## src/rtl/spi_master_fifo.sv

```systemverilog
// -----------------------------------------------------------------------------
// spi_master_fifo
//   SPI master with TX and RX word FIFOs. The host pushes words into the TX
//   FIFO. Each word is shifted out MSB first, and the word captured from MISO
//   is pushed into the RX FIFO. CPOL, CPHA, clock divider, slave select and
//   hold-SS are latched at the start of every word.
//
//   Ports
//     clk_clk, reset_reset_n          system clock, async active-low reset
//     tx_data/tx_valid/tx_ready       TX FIFO push (ready = not full)
//     rx_data/rx_valid/rx_ready       RX FIFO head and pop (valid = not empty)
//     cfg_cpol, cfg_cpha              SPI mode
//     cfg_div                         SCLK half-period = cfg_div+1 clocks
//     cfg_ss, cfg_hold_ss             slave index; keep SS low between words
//     spi_SCLK/MOSI/MISO/SS_n         SPI bus
//     busy                            FSM not idle
//     rx_ovf                          one-cycle pulse: word dropped, RX full
// -----------------------------------------------------------------------------

// Small synchronous FIFO. Depth must be a power of two so the pointers wrap
// naturally. The head is shown combinationally and reads as zero when empty.
module spi_fifo #(
  parameter int W     = 8,
  parameter int DEPTH = 4
) (
  input  logic         clk,
  input  logic         rst_n,
  input  logic         i_push,
  input  logic [W-1:0] i_data,
  input  logic         i_pop,
  output logic [W-1:0] o_data,
  output logic         o_full,
  output logic         o_empty
);
  localparam int AW = $clog2(DEPTH);
  localparam int CW = AW + 1;

  logic [W-1:0]  r_mem [DEPTH];
  logic [AW-1:0] r_wr_ptr, r_rd_ptr;
  logic [CW-1:0] r_count;
  logic          w_do_push, w_do_pop;

  assign o_full    = (r_count == CW'(DEPTH));
  assign o_empty   = (r_count == '0);
  assign w_do_push = i_push && !o_full;
  assign w_do_pop  = i_pop && !o_empty;
  assign o_data    = o_empty ? '0 : r_mem[r_rd_ptr];

  always_ff @(posedge clk or negedge rst_n) begin
    if (!rst_n) begin
      r_wr_ptr <= '0;
      r_rd_ptr <= '0;
      r_count  <= '0;
    end else begin
      if (w_do_push) r_wr_ptr <= r_wr_ptr + 1'b1;
      if (w_do_pop)  r_rd_ptr <= r_rd_ptr + 1'b1;
      case ({w_do_push, w_do_pop})
        2'b10:   r_count <= r_count + 1'b1;
        2'b01:   r_count <= r_count - 1'b1;
        default: r_count <= r_count;
      endcase
    end
  end

  // NOTE: storage is deliberately not reset; emptiness comes from r_count,
  // and resetting the array would only cost flops and reset routing.
  always_ff @(posedge clk) begin
    if (w_do_push) r_mem[r_wr_ptr] <= i_data;
  end
endmodule

module spi_master_fifo #(
  parameter  int DATA_W     = 8,
  parameter  int NUM_SS     = 2,
  parameter  int FIFO_DEPTH = 4,
  localparam int SS_W       = (NUM_SS > 1) ? $clog2(NUM_SS) : 1
) (
  input  logic              clk_clk,
  input  logic              reset_reset_n,
  input  logic [DATA_W-1:0] tx_data,
  input  logic              tx_valid,
  output logic              tx_ready,
  output logic [DATA_W-1:0] rx_data,
  output logic              rx_valid,
  input  logic              rx_ready,
  input  logic              cfg_cpol,
  input  logic              cfg_cpha,
  input  logic [7:0]        cfg_div,
  input  logic [SS_W-1:0]   cfg_ss,
  input  logic              cfg_hold_ss,
  output logic              spi_SCLK,
  output logic              spi_MOSI,
  input  logic              spi_MISO,
  output logic [NUM_SS-1:0] spi_SS_n,
  output logic              busy,
  output logic              rx_ovf
);
  localparam int            EW        = $clog2(2 * DATA_W + 1);
  localparam logic [EW-1:0] LAST_EDGE = EW'(2 * DATA_W);

  typedef enum logic [2:0] {IDLE, SETUP, XFER, GAP, RELEASE} state_t;

  state_t             r_state, w_state_next;
  logic               w_tx_pop, w_load, w_edge, w_word_done, w_half_done;
  logic               w_sample, w_shift, w_odd_edge, w_ss_active;
  logic               w_tx_empty, w_tx_full, w_rx_full, w_rx_empty;
  logic [DATA_W-1:0]  w_tx_head;
  logic [NUM_SS-1:0]  w_ss_n;

  logic [7:0]         r_div, r_cnt;
  logic               r_cpol, r_cpha, r_hold, r_sclk, r_rx_ovf;
  logic [SS_W-1:0]    r_ss;
  logic [DATA_W-1:0]  r_tx_sr, r_rx_sr;
  logic [EW-1:0]      r_edge_cnt;

  spi_fifo #(.W(DATA_W), .DEPTH(FIFO_DEPTH)) u_tx_fifo (
    .clk     (clk_clk),
    .rst_n   (reset_reset_n),
    .i_push  (tx_valid),
    .i_data  (tx_data),
    .i_pop   (w_tx_pop),
    .o_data  (w_tx_head),
    .o_full  (w_tx_full),
    .o_empty (w_tx_empty)
  );

  // A word finishing while RX is full is dropped; the FIFO also ignores a
  // push when full, so the gate here only documents the intent.
  spi_fifo #(.W(DATA_W), .DEPTH(FIFO_DEPTH)) u_rx_fifo (
    .clk     (clk_clk),
    .rst_n   (reset_reset_n),
    .i_push  (w_word_done && !w_rx_full),
    .i_data  (r_rx_sr),
    .i_pop   (rx_ready),
    .o_data  (rx_data),
    .o_full  (w_rx_full),
    .o_empty (w_rx_empty)
  );

  assign tx_ready    = !w_tx_full;
  assign rx_valid    = !w_rx_empty;
  assign busy        = (r_state != IDLE);
  assign spi_SCLK    = r_sclk;
  assign spi_MOSI    = r_tx_sr[DATA_W-1];
  assign rx_ovf      = r_rx_ovf;
  assign w_half_done = (r_cnt == r_div);

  // Edge numbering starts at 1, so an even edge count means the next edge is
  // odd. CPHA=0 samples on odd edges, CPHA=1 on even edges; the other edges
  // shift. With CPHA=1 the MSB is already on MOSI from SETUP, so the first
  // shift edge leaves it in place.
  assign w_odd_edge = ~r_edge_cnt[0];
  assign w_sample   = w_edge && (w_odd_edge ^ r_cpha);
  assign w_shift    = w_edge && !(w_odd_edge ^ r_cpha) &&
                      !(r_cpha && (r_edge_cnt == '0));

  always_ff @(posedge clk_clk or negedge reset_reset_n) begin
    if (!reset_reset_n) r_state <= IDLE;
    else                r_state <= w_state_next;
  end

  // NOTE: every signal assigned here gets a default first, so no path can
  // leave one unassigned and infer a latch.
  always_comb begin
    w_state_next = r_state;
    w_tx_pop     = 1'b0;
    w_load       = 1'b0;
    w_edge       = 1'b0;
    w_word_done  = 1'b0;
    case (r_state)
      IDLE: begin
        if (!w_tx_empty) begin
          w_tx_pop     = 1'b1;
          w_load       = 1'b1;
          w_state_next = SETUP;
        end
      end
      SETUP: begin
        // The first SCLK edge opens the first XFER half-period.
        if (w_half_done) begin
          w_edge       = 1'b1;
          w_state_next = XFER;
        end
      end
      XFER: begin
        if (w_half_done) begin
          if (r_edge_cnt == LAST_EDGE) begin
            w_word_done  = 1'b1;
            w_state_next = GAP;
          end else begin
            w_edge = 1'b1;
          end
        end
      end
      GAP: begin
        if (w_half_done) begin
          if (r_hold && !w_tx_empty && (cfg_ss == r_ss)) begin
            w_tx_pop     = 1'b1;
            w_load       = 1'b1;
            w_state_next = SETUP;
          end else begin
            w_state_next = RELEASE;
          end
        end
      end
      RELEASE: begin
        if (w_half_done) w_state_next = IDLE;
      end
      default: w_state_next = IDLE;
    endcase
  end

  always_ff @(posedge clk_clk or negedge reset_reset_n) begin
    if (!reset_reset_n) begin
      r_cnt      <= '0;
      r_div      <= '0;
      r_cpol     <= 1'b0;
      r_cpha     <= 1'b0;
      r_hold     <= 1'b0;
      r_ss       <= '0;
      r_sclk     <= 1'b0;
      r_tx_sr    <= '0;
      r_rx_sr    <= '0;
      r_edge_cnt <= '0;
      r_rx_ovf   <= 1'b0;
    end else begin
      // Every state change happens at a half-period boundary or from IDLE,
      // so clearing here starts each state with a fresh count.
      r_cnt    <= ((r_state == IDLE) || w_half_done) ? '0 : r_cnt + 1'b1;
      r_rx_ovf <= w_word_done && w_rx_full;

      if (w_load) begin
        r_cpol     <= cfg_cpol;
        r_cpha     <= cfg_cpha;
        r_div      <= cfg_div;
        r_ss       <= cfg_ss;
        r_hold     <= cfg_hold_ss;
        r_sclk     <= cfg_cpol;
        r_tx_sr    <= w_tx_head;
        r_rx_sr    <= '0;
        r_edge_cnt <= '0;
      end else begin
        if (r_state == IDLE) r_sclk <= cfg_cpol;
        if (w_edge) begin
          r_sclk     <= ~r_sclk;
          r_edge_cnt <= r_edge_cnt + 1'b1;
        end
        if (w_sample) r_rx_sr <= {r_rx_sr[DATA_W-2:0], spi_MISO};
        if (w_shift)  r_tx_sr <= {r_tx_sr[DATA_W-2:0], 1'b0};
      end
    end
  end

  // SS stays low from SETUP through GAP. An out-of-range index matches no
  // line, so the word is still clocked with every select high.
  assign w_ss_active = (r_state == SETUP) || (r_state == XFER) || (r_state == GAP);

  always_comb begin
    w_ss_n = '1;
    for (int i = 0; i < NUM_SS; i++) begin
      if (w_ss_active && (r_ss == SS_W'(i))) w_ss_n[i] = 1'b0;
    end
  end

  assign spi_SS_n = w_ss_n;
endmodule

```

## config.mk

```make
export PLATFORM = sky130hd
export DESIGN_NAME = spi_master_fifo
export DESIGN_NICKNAME = d
export VERILOG_FILES = /design/src/rtl/spi_master_fifo.sv
export SDC_FILE = /design/constraint.sdc
export NUM_CORES = 1
export LEC_CHECK = 0
export CORE_UTILIZATION = 50
export DETAILED_ROUTE_END_ITERATION = 10
export PLACE_DENSITY = 0.7
export SLEW_MARGIN = 10
export SYNTH_ARGS = -nofsm -noshare
export SYNTH_HDL_FRONTEND = slang
export SYNTH_HIERARCHICAL = 1
export SYNTH_SLANG_ARGS = --single-unit
```

## constraint.sdc

```tcl
create_clock -name clk_clk -period 3.55 [get_ports clk_clk]
set_clock_uncertainty 0.15 [all_clocks]
set_input_delay 0.71 -clock clk_clk [delete_from_list [all_inputs] [get_ports clk_clk]]
set_output_delay 0.71 -clock clk_clk [all_outputs]
set_load 0.02 [all_outputs]
```

Word level (Yosys, flattened, before mapping):

Memory sizes are Yosys's and may differ from the RTL's.
Cells that the tools add are included.

* word-level logic and storage cells: 126
* RAM bits: 64
* bits of input ports: 25
* output and inout bits: 16
* memories kept: 2
* register bits: 59

Memory list
* u_rx_fifo.r_mem: depth 4, bits a word 8, read ports 1, clocked after memory_dff 0, wr ports 1, line 38 `logic [W-1:0] r_mem [DEPTH];`
* u_tx_fifo.r_mem: depth 4, bits a word 8, read ports 1, clocked after memory_dff 0, wr ports 1, line 38

* equality and inequality tests: 19
* bitwise logic cells: 4
* reductions and logical operators: 35
* mux-type cells: 39
* add/sub/neg operators: 10

Operators by type and width (count)
* $mux W8: 7
* $mux W3: 7
* $mux W1: 18
* $pmux W3 S5: 1
* $logic_and A1 B1 Y1: 14
* $ne A2 B2 Y1 const B: 6
* $pmux W3 S2: 2
* $mux W5: 2
* $reduce_bool A2 Y1: 5
* $eq A3 B3 Y1 const B: 3
* $logic_not A3 Y1: 3
* $add A2 B1 Y2 const B: 4
* $add A8 B1 Y8 const B: 1
* $eq A8 B8 Y1: 1
* $add A3 B1 Y3 const B: 2
* $eq A3 B2 Y1 const B: 2
* $logic_not A1 Y1: 6
* $reduce_and A6 Y1: 1
* $reduce_bool A3 Y1: 2
* $sub A3 B1 Y3 const B: 2
* $add A5 B1 Y5 const B: 1
* $eq A5 B5 Y1 const B: 1
* $logic_not A5 Y1: 1
* $eq A2 B1 Y1 const B: 2
* 7 further kinds: 13

Logic depth before layout (Yosys ltp):

Gate-level depths: netlist (run 1).

* word-level depth: 10
* depth in mapped cells: 14

Hierarchy:

The synthesis (run 1) kept the hierarchy.

Modules (own cells, without submodules)
* spi_fifo: cells each 89, times used 2, area each 1656.6 µm², seq. area each 1136.1 µm²
* spi_master_fifo: cells each 212, times used 1, area each 2432.3 µm², seq. area each 1126.1 µm²

Worst setup path before layout (run 1):

Ideal clock, no wire load.

* kind: input to register
* from: input cfg_ss
* to: register u_tx_fifo.r_count[2]
* buffers on the path: 1
* arrival time: 2.849 ns
* path slack: 0.472 ns
* stages: 12
* required time: 3.321 ns
* cell sequence: xor2_1 > and4bb_2 > a41oi_4 > nor2_8 > buf_6 > and2_4 > ha_1 > inv_1 > fa_1 > xor2_1 > nor2_1 > xor2_1

* cells in the longest elaborated chain, start to end: 8
* elaborated cells between the ends (all ways): 10
* classes of those cells: eq/ne: 3; mux: 4; reduce/logical: 3

RTL lines
* start, declared: line 89 `input logic [SS_W-1:0] cfg_ss,`
* $eq A1 B1 Y1 *: line 197 `if (r_hold && !w_tx_empty && (cfg_ss == r_ss)) begin`
* $logic_and A1 B1 Y1 *: line 197
* $mux W1 * (2 in series)
* $pmux W1 S2 *
* named net w_load: line 104 `logic w_tx_pop, w_load, w_edge, w_word_done, w_half_done;`
* $logic_and A1 B1 Y1 *: line 46 `assign w_do_pop = i_pop && !o_empty;`
* named net u_tx_fifo.w_do_pop: line 41 `logic w_do_push, w_do_pop;`
* $eq A2 B1 Y1 / $eq A2 B2 Y1 (equally long branches): line 57 `case ({w_do_push, w_do_pop})`
* $pmux W3 S2 / $reduce_bool A2 Y1 (equally long branches)
* end signal, assigned: line 58 `2'b10: r_count <= r_count + 1'b1;`
* end signal, assigned: line 59 `2'b01: r_count <= r_count - 1'b1;`
* end signal, assigned: line 60 `default: r_count <= r_count;`
* end, declared: line 40 `logic [CW-1:0] r_count;`

The timed path passes the listed nets; every way through them passes the cells marked *.
A chain may end at the register's enable or synchronous reset.

Worst setup path in the final report (run 1):

* from: register u_rx_fifo.r_rd_ptr[0]
* to: output rx_data[0]

* cells in the longest elaborated chain, start to end: 2

RTL lines
* start, declared: line 39 `logic [AW-1:0] r_wr_ptr, r_rd_ptr;`
* start signal, assigned: line 56 `if (w_do_pop) r_rd_ptr <= r_rd_ptr + 1'b1;`
* $mem_v2 Z4 W8
* $mux W8: line 47 `assign o_data = o_empty ? '0 : r_mem[r_rd_ptr];`
* end, declared: line 83 `output logic [DATA_W-1:0] rx_data,`

No other way between the ends.

==> results.md, run 1 <==
* Max VDD drop at roughly 0.00044 V
* Floorplan core area at 11000 um2
* Area Growth Syn to Fin at 19.3%
* Max_cap viols at 0
* RSZ-0062 raised after global routing: false
* Worst-Skew Late Latency at slightly above 400 ps
* CP max FO at 10
* Reg2Reg Depth at 13
* Post-synth top area share at 0.334
* Post-synth cell types at 51
* Chip height at 109 um
* Switching Fraction at 0.309
* H-tree depth at 4
* Vias in the first global route at 3283
* I/O pins at 41
* Post-route cell area at 6850 um2
* Largest area contributor in the netlist: edfxtp_1
* Fmax at 0.307 GHz
* Period minus WS final at between 3000 and 4000 ps
* Post-synthesis instance area at 5750 um2
* TritonCTS clock tree: done
* Tightest Pin Transition at 762 ps
* CP required at 2690 ps
* Clock Path Buffers at 2
* Row count at 38
* Placer congestion estimate at 0.733
* Hold slack final at 300 ps
* Comb power frac at 0.298
* #FFs+latches synth at about 120
* Pwr dens at 829 nW/um2
* ANT nets after route at 0
* Drt first pass iters at 4
* R2r setup slk at between 300 and 400 ps
* CTS Sinks at between 100 and 150
* Final Core Density at 0.621
* Iteration-0 DRC Markers at 139
* Critical path endpoint category: output pin
* Seq pwr share at 0.397
* Int Pwr at 3.92 mW
* Most common cell after layout, fill and taps aside: edfxtp_1
* Post-Place Setup Slack at 154 ps
* Worst flop-to-flop path startpoint: r_cnt[3]
* Root Buffer: clkbuf_16
* First-pass GRT wire length at approximately 16 mm
* PortBufs at 40
* Worst r2r dst: u_rx_fifo/r_count[2]
* Net switching power at 1.76 mW
* Cell Area, Placed at 6260 um2
* Setup Buffers After CTS at 0
* Clk pin slew, worst setup/hold paths at 60 ps
* Post-CTS Resized at 0
* Area contributors post-synth: edfxtp_1 (33%), dfrtp_1 (26%), mux4_2 (6.3%)
* DRC viols at 0
* Initial Util at 0.521
* HP Class: input port to async pin
* Vias at 3143
* HPWL after DPL at 6.37 mm
* Commonest non-fill, non-tap cells in the layout: edfxtp_1 (64), dfrtp_1 (59), clkdlybuf4s50_1 (39), inv_1 (31), and2_1 (24)
* Avg Inst Size Synth at 14.7 um2
* Status: completed
* Sequential element share of the synthesized area at 0.591
* Final layout net count at 482
* Crit path DAT at 2400 ps
* Final period util at 0.919
* N_diodes at 0
* Post-route setup slack at 289 ps
* Final Setup Violations at 0
* Leakage at 2.72 nW
* Wirelength, routed at 9.62 mm
* Via density at between 5 and 6
* DR WL/cell at about 16 um
* Die Width at 109 um
* Largest net degree at the start of global routing at 60
* Slew HR at 0.492
* Num CTS Buffers at 17
* Top FF cell, synth: edfxtp_1
* Worst setup SP type: flop
* TNS Setup at 0 ps
* Hold-fix buffers, CTS at 0
* Antenna violations before repair at 0
* Post-synth EDFFs at 64
* Tot GR Track Use at 0.186
* Crit path launch: u_rx_fifo/r_rd_ptr[0]
* Max Slew Vio Count at 0
* Syn nets at 430
* Mapped Cells at 390
* Ratio of cells with drive above 1 in the final layout at 0.222
* Part of the power in the clock network at 0.305
* Die ar. at 11900 um2
* Setup CP Type: flop to output pin
* Grt total ovfl at 0
* Final hold viol count at 0
* Ys async rst share at 0.480
* Yosys warning count at 6
## cell families after synthesis
| kind of cell | share of synthesized area |
|---|---|
| and+or+nand+nor | 0.113 |
| AOI/OAI and AO/OA | 0.0333 |
| DFF | 0.591 |
| muxes | 0.143 |
| adders and majority gates | 0.0353 |
| buffers and inverters | 0.0399 |
| xor gates and xnor gates | 0.0442 |
## cell type report
cell class	count	area, um2
Multi-Input combinational cell	222	2120
Inverter	31	116
Clock buffer	18	429
Sequential cell	123	3400
Timing Repair Buffer	47	448
Fill cell	834	4180
Tap cell	140	175
Clock inverter	13	169
## worst max path at each step
| stage | to | cells after the start |
|---|---|---|
| floorplan | u_tx_fifo/r_count[2] | 12 |
| global placement | u_tx_fifo/r_count[2] | 12 |
| detailed placement | u_tx_fifo/r_count[2] | 12 |
| CTS | rx_data[4] | 3 |
| global route | u_rx_fifo/r_count[2] | 13 |
| finish | rx_data[0] | 3 |
## power by group through the flow
stage	clock [mW]	sequential, mW	combinational (mW)
after floorplan	0	2.12	1.37
after detailed placement	0	2.29	1.70
final	1.73	2.25	1.69
after global routing	1.83	2.32	1.88
after CTS	1.76	2.26	1.71
after global placement	0	2.26	1.65
## routing by layer
metal,vias to the layer above,wire (um),track usage
met2,69,4790,0.306
met4,0,62,0.0505
li1,1499,-,-
met1,1569,4430,0.235
met3,6,336,0.0634
met5,-,0,0
## Yosys cell counts, types with 5 or more instances
cell type and n:
mux4_2 16, nand3_1 9, dfrtp_1 59, and2_1 24
xor2_1 21, ha_1 13, mux2_4 13, mux2_2 14
mux2i_1 11, edfxtp_1 64, nand2_1 9, buf_6 5
xnor2_1 8, nor2_1 17, o21ai_0 13, inv_1 31
## sequential cells by signal, indices dropped and copies added (netlist names)
register            flops
u_rx_fifo/r_mem        32
u_tx_fifo/r_mem        32
r_cnt                   8
r_div                   8
r_rx_sr                 8
r_tx_sr                 8
r_edge_cnt              5
r_state                 3
u_rx_fifo/r_count       3
u_tx_fifo/r_count       3
u_rx_fifo/r_rd_ptr      2
u_rx_fifo/r_wr_ptr      2
u_tx_fifo/r_rd_ptr      2
u_tx_fifo/r_wr_ptr      2
r_cpha                  1
r_hold                  1
r_ss                    1
rx_ovf                  1
spi_SCLK                1
## critical path, cell delays in order (launching register included)
cell and delay, ps:
dfrtp_1 720, mux4_2 580, and2_1 170, clkdlybuf4s50_1 530
## stage by stage
step | power, mW | instances
after floorplan | 3.49 | 390
after global placement | 3.91 | 563
after detailed placement | 3.99 | 563
after CTS | 5.73 | 594
after global routing | 6.02 | 594
final | 5.68 | 594
No activity file was read; power rests on OpenSTA's default activity.
==> run 2: changes to the inputs <==
--- a/config.mk
+++ b/config.mk
@@ -7,8 +7,7 @@
 export LEC_CHECK = 0
 export CORE_UTILIZATION = 50
 export DETAILED_ROUTE_END_ITERATION = 10
-export PLACE_DENSITY = 0.7
-export SLEW_MARGIN = 10
+export DONT_BUFFER_PORTS = 1
 export SYNTH_ARGS = -nofsm -noshare
 export SYNTH_HDL_FRONTEND = slang
 export SYNTH_HIERARCHICAL = 1
==> run 2 against run 1 <==
Against the previous run: routed wire length is 5.5% lower; design area is 6.0% lower; worst setup slack better by 110 ps; non-clock buffer count is 41 lower; count of clock-buffer cells in the layout is 1 higher; combinational power is 14% lower; worst hold slack worse by 280 ps; sequential share of layout area is 3.2 points higher; die area stayed put; utilization is 3.7 points lower; via count is 7.6% lower; total power is 5.8% lower.
==> results.md, run 2 (synthesis results as in run 1) <==
* Pwr dens at 830 nW/um2 (was 829 nW/um2)
* Status: completed (unchanged)
* Drt first pass iters at 4 (unchanged)
* Largest regs: u_rx_fifo/r_mem: 32 flops, u_tx_fifo/r_mem: 32 flops (unchanged)
* Wirelength, routed at 9.09 mm (was 9.62 mm)
* Reg2Reg Depth at 13 (unchanged)
* Period minus WS final at 3150 ps (was 3260 ps)
* CTS Sinks at 123 (unchanged)
* Final Core Density at 0.584 (was 0.621)
* N_diodes at 0 (unchanged)
* ANT nets after route at 0 (unchanged)
* R2r setup slk at 400 ps (was 370 ps)
* DRC viols at 0 (unchanged)
* RSZ-0062 raised after global routing: false (unchanged)
* PortBufs at 0 (was 40)
* Fmax at 0.317 GHz (was 0.307 GHz)
* Most common cell after layout, fill and taps aside: edfxtp_1 (unchanged)
* Largest net degree at the start of global routing at 60 (unchanged)
* Clk pin slew, worst setup/hold paths at 50 ps (was 60 ps)
* HP Class: input port to async pin (unchanged)
* DR WL/cell at 16.4 um (was 16.2 um)
* Post-route setup slack at 398 ps (was 289 ps)
* Grt total ovfl at 0 (unchanged)
* Clock Path Buffers at 2 (unchanged)
* Setup Buffers After CTS at 0 (unchanged)
* Post-Place Setup Slack at 423 ps (was 154 ps)
* Final hold viol count at 0 (unchanged)
* Worst flop-to-flop path startpoint: r_cnt[0] (was r_cnt[3])
* Iteration-0 DRC Markers at 139 (unchanged)
* H-tree depth at 4 (unchanged)
* Initial Util at 0.521 (unchanged)
* Final Setup Violations at 0 (unchanged)
* HPWL after DPL at 6.09 mm (was 6.37 mm)
* Post-CTS Resized at 0 (unchanged)
* I/O pins at 41 (unchanged)
* Placer congestion estimate at 0.761 (was 0.733)
* Worst-Skew Late Latency at 410 ps (about the same)
* Row count at 38 (unchanged)
* Antenna violations before repair at 0 (unchanged)
* Vias in the first global route at 3061 (was 3283)
* Ratio of cells with drive above 1 in the final layout at 0.242 (was 0.222)
* Tightest Pin Transition at 603 ps (was 762 ps)
* First-pass GRT wire length at 15.2 mm (was 16.2 mm)
* Num CTS Buffers at 17 (unchanged)
* Critical path endpoint category: flop (was output pin)
* Worst setup SP type: flop (unchanged)
* Max Slew Vio Count at 0 (unchanged)
* CP required at 3690 ps (was 2690 ps)
* Tot GR Track Use at 0.174 (was 0.186)
* Die ar. at 11900 um2 (unchanged)
* Final layout net count at 441 (was 482)
* Chip height at 109 um (unchanged)
* Area Growth Syn to Fin at 12.1% (was 19.3%)
* Leakage at 2.57 nW (was 2.72 nW)
* Vias at 2903 (was 3143)
* Root Buffer: clkbuf_16 (unchanged)
* TNS Setup at 0 ps (unchanged)
* Max_cap viols at 0 (unchanged)
* Die Width at 109 um (unchanged)
* Worst r2r dst: u_rx_fifo/r_count[2] (unchanged)
* Floorplan core area at 11000 um2 (unchanged)
* CP max FO at 7 (was 10)
* Crit path DAT at 3290 ps (was 2400 ps)
* Hold-fix buffers, CTS at 1 (was 0)
* Via density at 5.24 (was 5.29)
* Slew HR at 0.598 (was 0.492)
* Commonest non-fill, non-tap cells in the layout: edfxtp_1 (64), dfrtp_1 (59), inv_1 (31), and2_1 (24), xor2_1 (21) (was edfxtp_1 (64), dfrtp_1 (59), clkdlybuf4s50_1 (39), inv_1 (31), and2_1 (24))
* Max VDD drop at 0.000376 V (was 0.000436 V)
* TritonCTS clock tree: done (unchanged)
* Final period util at 0.888 (was 0.919)
* Setup CP Type: flop to flop (was flop to output pin)
[run 2: cell count changes in the layout (fill, tap and decap cells not counted), sizes merged]
cell / previous run / this run
clkdlybuf4s50: 39 / 0
bufinv: 3 / 2
buf: 8 / 6
clkinvlp: 4 / 3
clkinv: 4 / 8
inv: 33 / 31
clkbuf: 18 / 19
[run 2: layout make-up]
| cell class | instances | area [um2] |
|---|---|---|
| Fill cell | 873 | 4590 |
| Tap cell | 140 | 175 |
| Multi-Input combinational cell | 222 | 2120 |
| Timing Repair Buffer | 6 | 65.1 |
| Sequential cell | 123 | 3400 |
| Clock buffer | 19 | 443 |
| Clock inverter | 13 | 126 |
| Inverter | 31 | 116 |
[run 2: layer usage]
metal	vias up	GRT usage	routed length, um
met5	-	0	0
met2	48	0.270	4420
met1	1429	0.225	4200
li1	1416	-	-
met3	10	0.0568	366
met4	0	0.0714	104
[run 2: worst max-delay path by stage]
stage,slack (ps),cells past startpoint,start,endpoint
after detailed placement,420,13,r_cnt[0],u_rx_fifo/r_count[2]
final,400,13,r_cnt[0],u_rx_fifo/r_count[2]
after floorplan,470,12,cfg_ss,u_tx_fifo/r_count[2]
after global routing,150,13,r_cnt[0],u_rx_fifo/r_count[2]
after global placement,480,13,r_cnt[3],u_rx_fifo/r_count[2]
after CTS,400,13,r_cnt[0],u_rx_fifo/r_count[2]
[run 2: through the flow]
stage	power [mW]	hold slack (ps)	area [um2]	std cells
after global routing	5.69	29.7	6440	554
after global placement	3.71	267	5850	521
final	5.35	17.5	6440	554
after CTS	5.42	23.1	6440	554
after floorplan	3.49	264	5750	390
after detailed placement	3.75	268	5850	521
[run 2: where the power goes]
| group | switching [mW] | internal (mW) | leakage (nW) | total (mW) |
|---|---|---|---|---|
| Sequential | 0.372 | 1.89 | 1.32 | 2.27 |
| Combinational | 0.701 | 0.749 | 0.968 | 1.45 |
| Clock | 0.593 | 1.04 | 0.278 | 1.63 |
[run 2: critical path, cell delays in order, from the launching register on]
cell	delay, ps
dfrtp_1	440
xor2_1	190
nor4_4	280
nand4_1	180
or3b_2	520
nor2_1	90
nor2b_2	280
inv_1	80
ha_1	220
inv_1	70
fa_1	170
xor2_1	150
nor2_1	70
xor2_1	140
==> run 3: changes to the inputs <==
==> constraint.sdc (replaced) <==
create_clock -name clk_clk -period 3.55 [get_ports clk_clk]
set_clock_uncertainty 0.15 [all_clocks]
set_input_delay 0.355 -clock clk_clk [delete_from_list [all_inputs] [get_ports clk_clk]]
set_output_delay 0.355 -clock clk_clk [all_outputs]
set_load 0.02 [all_outputs]
==> run 3 against run 2 <==
Against the previous run: total power rose by 4.2%; routed wire length rose by 2.7%; first-iteration DRC count rose by 7.2%; die area did not move; sequential power barely moved; design area rose by 4.5%; combinational power barely moved; via count rose by 3.3%; global-route usage rose by 0.74 points; critical path depth did not move; utilization rose by 2.7 points; clock power rose by 12%; critical path type unchanged.
==> results.md, run 3 (synthesis results as in run 1) <==
* Tot GR Track Use at 0.181 (was 0.174)
* TritonCTS clock tree: done (unchanged)
* Floorplan core area at 11000 um2 (unchanged)
* Hold Crit Start: rx_ready
* N_diodes at 0 (unchanged)
* Vias in the first global route at 3115 (was 3061)
* Final hold viol count at 0 (unchanged)
* Hold path endpoint: u_rx_fifo/r_rd_ptr[0]
* Status: completed (unchanged)
* Seq pwr share at 0.406 (was 0.424)
* First-pass GRT wire length at 15.8 mm (was 15.2 mm)
* RSZ-0062 raised after global routing: false (unchanged)
* Crit path launch: r_cnt[3] (was r_cnt[0])
* Leakage at 2.68 nW (was 2.57 nW)
* Chip height at 109 um (unchanged)
* Max Slew Vio Count at 0 (unchanged)
* Initial Util at 0.521 (unchanged)
* Row count at 38 (unchanged)
* DRC viols at 0 (unchanged)
* Comb power frac at 0.265 (was 0.271)
* Wirelength, routed at 9.33 mm (was 9.09 mm)
* HPWL after DPL at 6.19 mm (was 6.09 mm)
* ANT nets after route at 0 (unchanged)
* Slew HR at 0.596 (was 0.598)
* Post-CTS Resized at 0 (unchanged)
* Via density at 5.20 (was 5.24)
* Vias at 2999 (was 2903)
* Hold slack final at 35.1 ps (was 17.5 ps)
* Final Setup Violations at 0 (unchanged)
* Largest regs: u_rx_fifo/r_mem: 32 flops, u_tx_fifo/r_mem: 32 flops (unchanged)
* CP required at 3680 ps (was 3690 ps)
* Setup CP Type: flop to flop (unchanged)
* CP max FO at 7 (unchanged)
* Crit-path most repeated cell: xor2_1 (unchanged)
* Period minus WS final at 3130 ps (was 3150 ps)
* Crit path DAT at 3270 ps (was 3290 ps)
* Switching Fraction at 0.301 (was 0.311)
* Die ar. at 11900 um2 (unchanged)
* Tightest Pin Transition at 606 ps (was 603 ps)
* Final period util at 0.883 (was 0.888)
* H-tree depth at 4 (unchanged)
* I/O pins at 41 (unchanged)
* Iteration-0 DRC Markers at 149 (was 139)
* Max VDD drop at 0.000454 V (was 0.000376 V)
* Setup Buffers After CTS at 0 (unchanged)
* PortBufs at 0 (unchanged)
* R2r setup slk at 420 ps (was 400 ps)
* Post-route setup slack at 415 ps (was 398 ps)
* Most common cell after layout, fill and taps aside: edfxtp_1 (unchanged)
* Final layout net count at 464 (was 441)
* Worst setup SP type: flop (unchanged)
* Net switching power at 1.68 mW (was 1.67 mW)
* CP max-delay cell: or3b_2 (unchanged)
* Hold path depth at 2
* DR WL/cell at 16.2 um (was 16.4 um)
* Ratio of cells with drive above 1 in the final layout at 0.222 (was 0.242)
* Max incr delay on CP at 510 ps (was 520 ps)
* Antenna violations before repair at 0 (unchanged)
* Post-Place Setup Slack at 411 ps (was 423 ps)
* Commonest non-fill, non-tap cells in the layout: edfxtp_1 (64), dfrtp_1 (59), inv_1 (31), and2_1 (24), dlygate4sd3_1 (23) (was edfxtp_1 (64), dfrtp_1 (59), inv_1 (31), and2_1 (24), xor2_1 (21))
* Max_cap viols at 0 (unchanged)
* Drt first pass iters at 4 (unchanged)
* Part of the power in the clock network at 0.329 (was 0.305)
* Hold-fix buffers, CTS at 24 (was 1)
* Critical path endpoint category: flop (unchanged)
* Worst-Skew Late Latency at 400 ps (was 410 ps)
* Largest net degree at the start of global routing at 60 (unchanged)
* Clock Path Buffers at 2 (unchanged)
* Clk pin slew, worst setup/hold paths at 50 ps (about the same)
* Root Buffer: clkbuf_16 (unchanged)
* Pwr dens at 827 nW/um2 (was 830 nW/um2)
* Crit-path cells: xor2_1 -> nor4_4 -> nand4_1 -> or3b_2 -> nor2_1 -> nor2b_2 -> inv_1 -> ha_1 -> inv_1 -> fa_1 -> xor2_1 -> nor2_1 -> xor2_1 (unchanged)
* Grt total ovfl at 0 (unchanged)
* Fmax at 0.319 GHz (was 0.317 GHz)
* Reg2Reg Depth at 13 (unchanged)
* CTS Sinks at 123 (unchanged)
* Die Width at 109 um (unchanged)
* Num CTS Buffers at 17 (unchanged)
* TNS Setup at 0 ps (unchanged)
* Int Pwr at 3.90 mW (was 3.68 mW)
* Area Growth Syn to Fin at 17.2% (was 12.1%)
* Worst flop-to-flop path startpoint: r_cnt[3] (was r_cnt[0])
* HP Class: input port to flop (was input port to async pin)
* Worst r2r dst: u_rx_fifo/r_count[2] (unchanged)
* Placer congestion estimate at 0.742 (was 0.761)
-- run 3: cell count changes in the layout (fill, tap and decap cells not counted), sizes merged --
cell,delta
bufinv,+3
dlygate4sd3,+23
clkinv,-3
-- run 3: cell type report --
class                           instances  area [um2]
Fill cell                             861        4300
Sequential cell                       123        3400
Multi-Input combinational cell        222        2120
Clock buffer                           19         433
Timing Repair Buffer                   29         295
Clock inverter                         13         199
Tap cell                              140         175
Inverter                               31         116
-- run 3: power groups by stage --
stage	Sequential, mW	Combinational, mW	Clock, mW
after floorplan	2.12	1.37	0
after global placement	2.28	1.42	0
after detailed placement	2.30	1.45	0
after CTS	2.28	1.50	1.87
after global routing	2.33	1.66	1.93
final	2.26	1.48	1.83
-- run 3: critical path, delay by kind of cell, from the launching register on --
| family | cells | cell delay, ps |
|---|---|---|
| adders and majority gates | 2 | 390 |
| xor gates and xnor gates | 3 | 470 |
| and+or+nand+nor | 6 | 1420 |
| DFF | 1 | 410 |
| buffers and inverters | 2 | 150 |
-- run 3: metal layers --
metal  GRT usage  up-vias  part of all wire
met5           0        -                 0
met4      0.0724        0             0.011
met3      0.0550       11             0.032
met2       0.280       37              0.49
met1       0.240     1486              0.47
li1            -     1465                 -
-- run 3: stage by stage --
stage	instance area, um2	total power [mW]	utilization	std cells
6_report	6740	5.57	0.611	577
5_1_grt	6740	5.93	0.611	577
4_1_cts	6740	5.65	0.611	577
3_5_place_dp	5850	3.75	0.530	521
3_3_place_gp	5850	3.70	0.530	521
2_1_floorplan	5750	3.49	-	390
-- run 3: how the worst max path moves through the flow --
stage / endpoint / slack, ps / cells after the start
3_3_place_gp: u_rx_fifo/r_count[2] / 470 / 13
6_report: u_rx_fifo/r_count[2] / 420 / 13
3_5_place_dp: u_rx_fifo/r_count[2] / 410 / 13
5_1_grt: u_rx_fifo/r_count[2] / 170 / 13
4_1_cts: u_rx_fifo/r_count[2] / 370 / 13
2_1_floorplan: u_rx_fifo/r_count[2] / 500 / 13
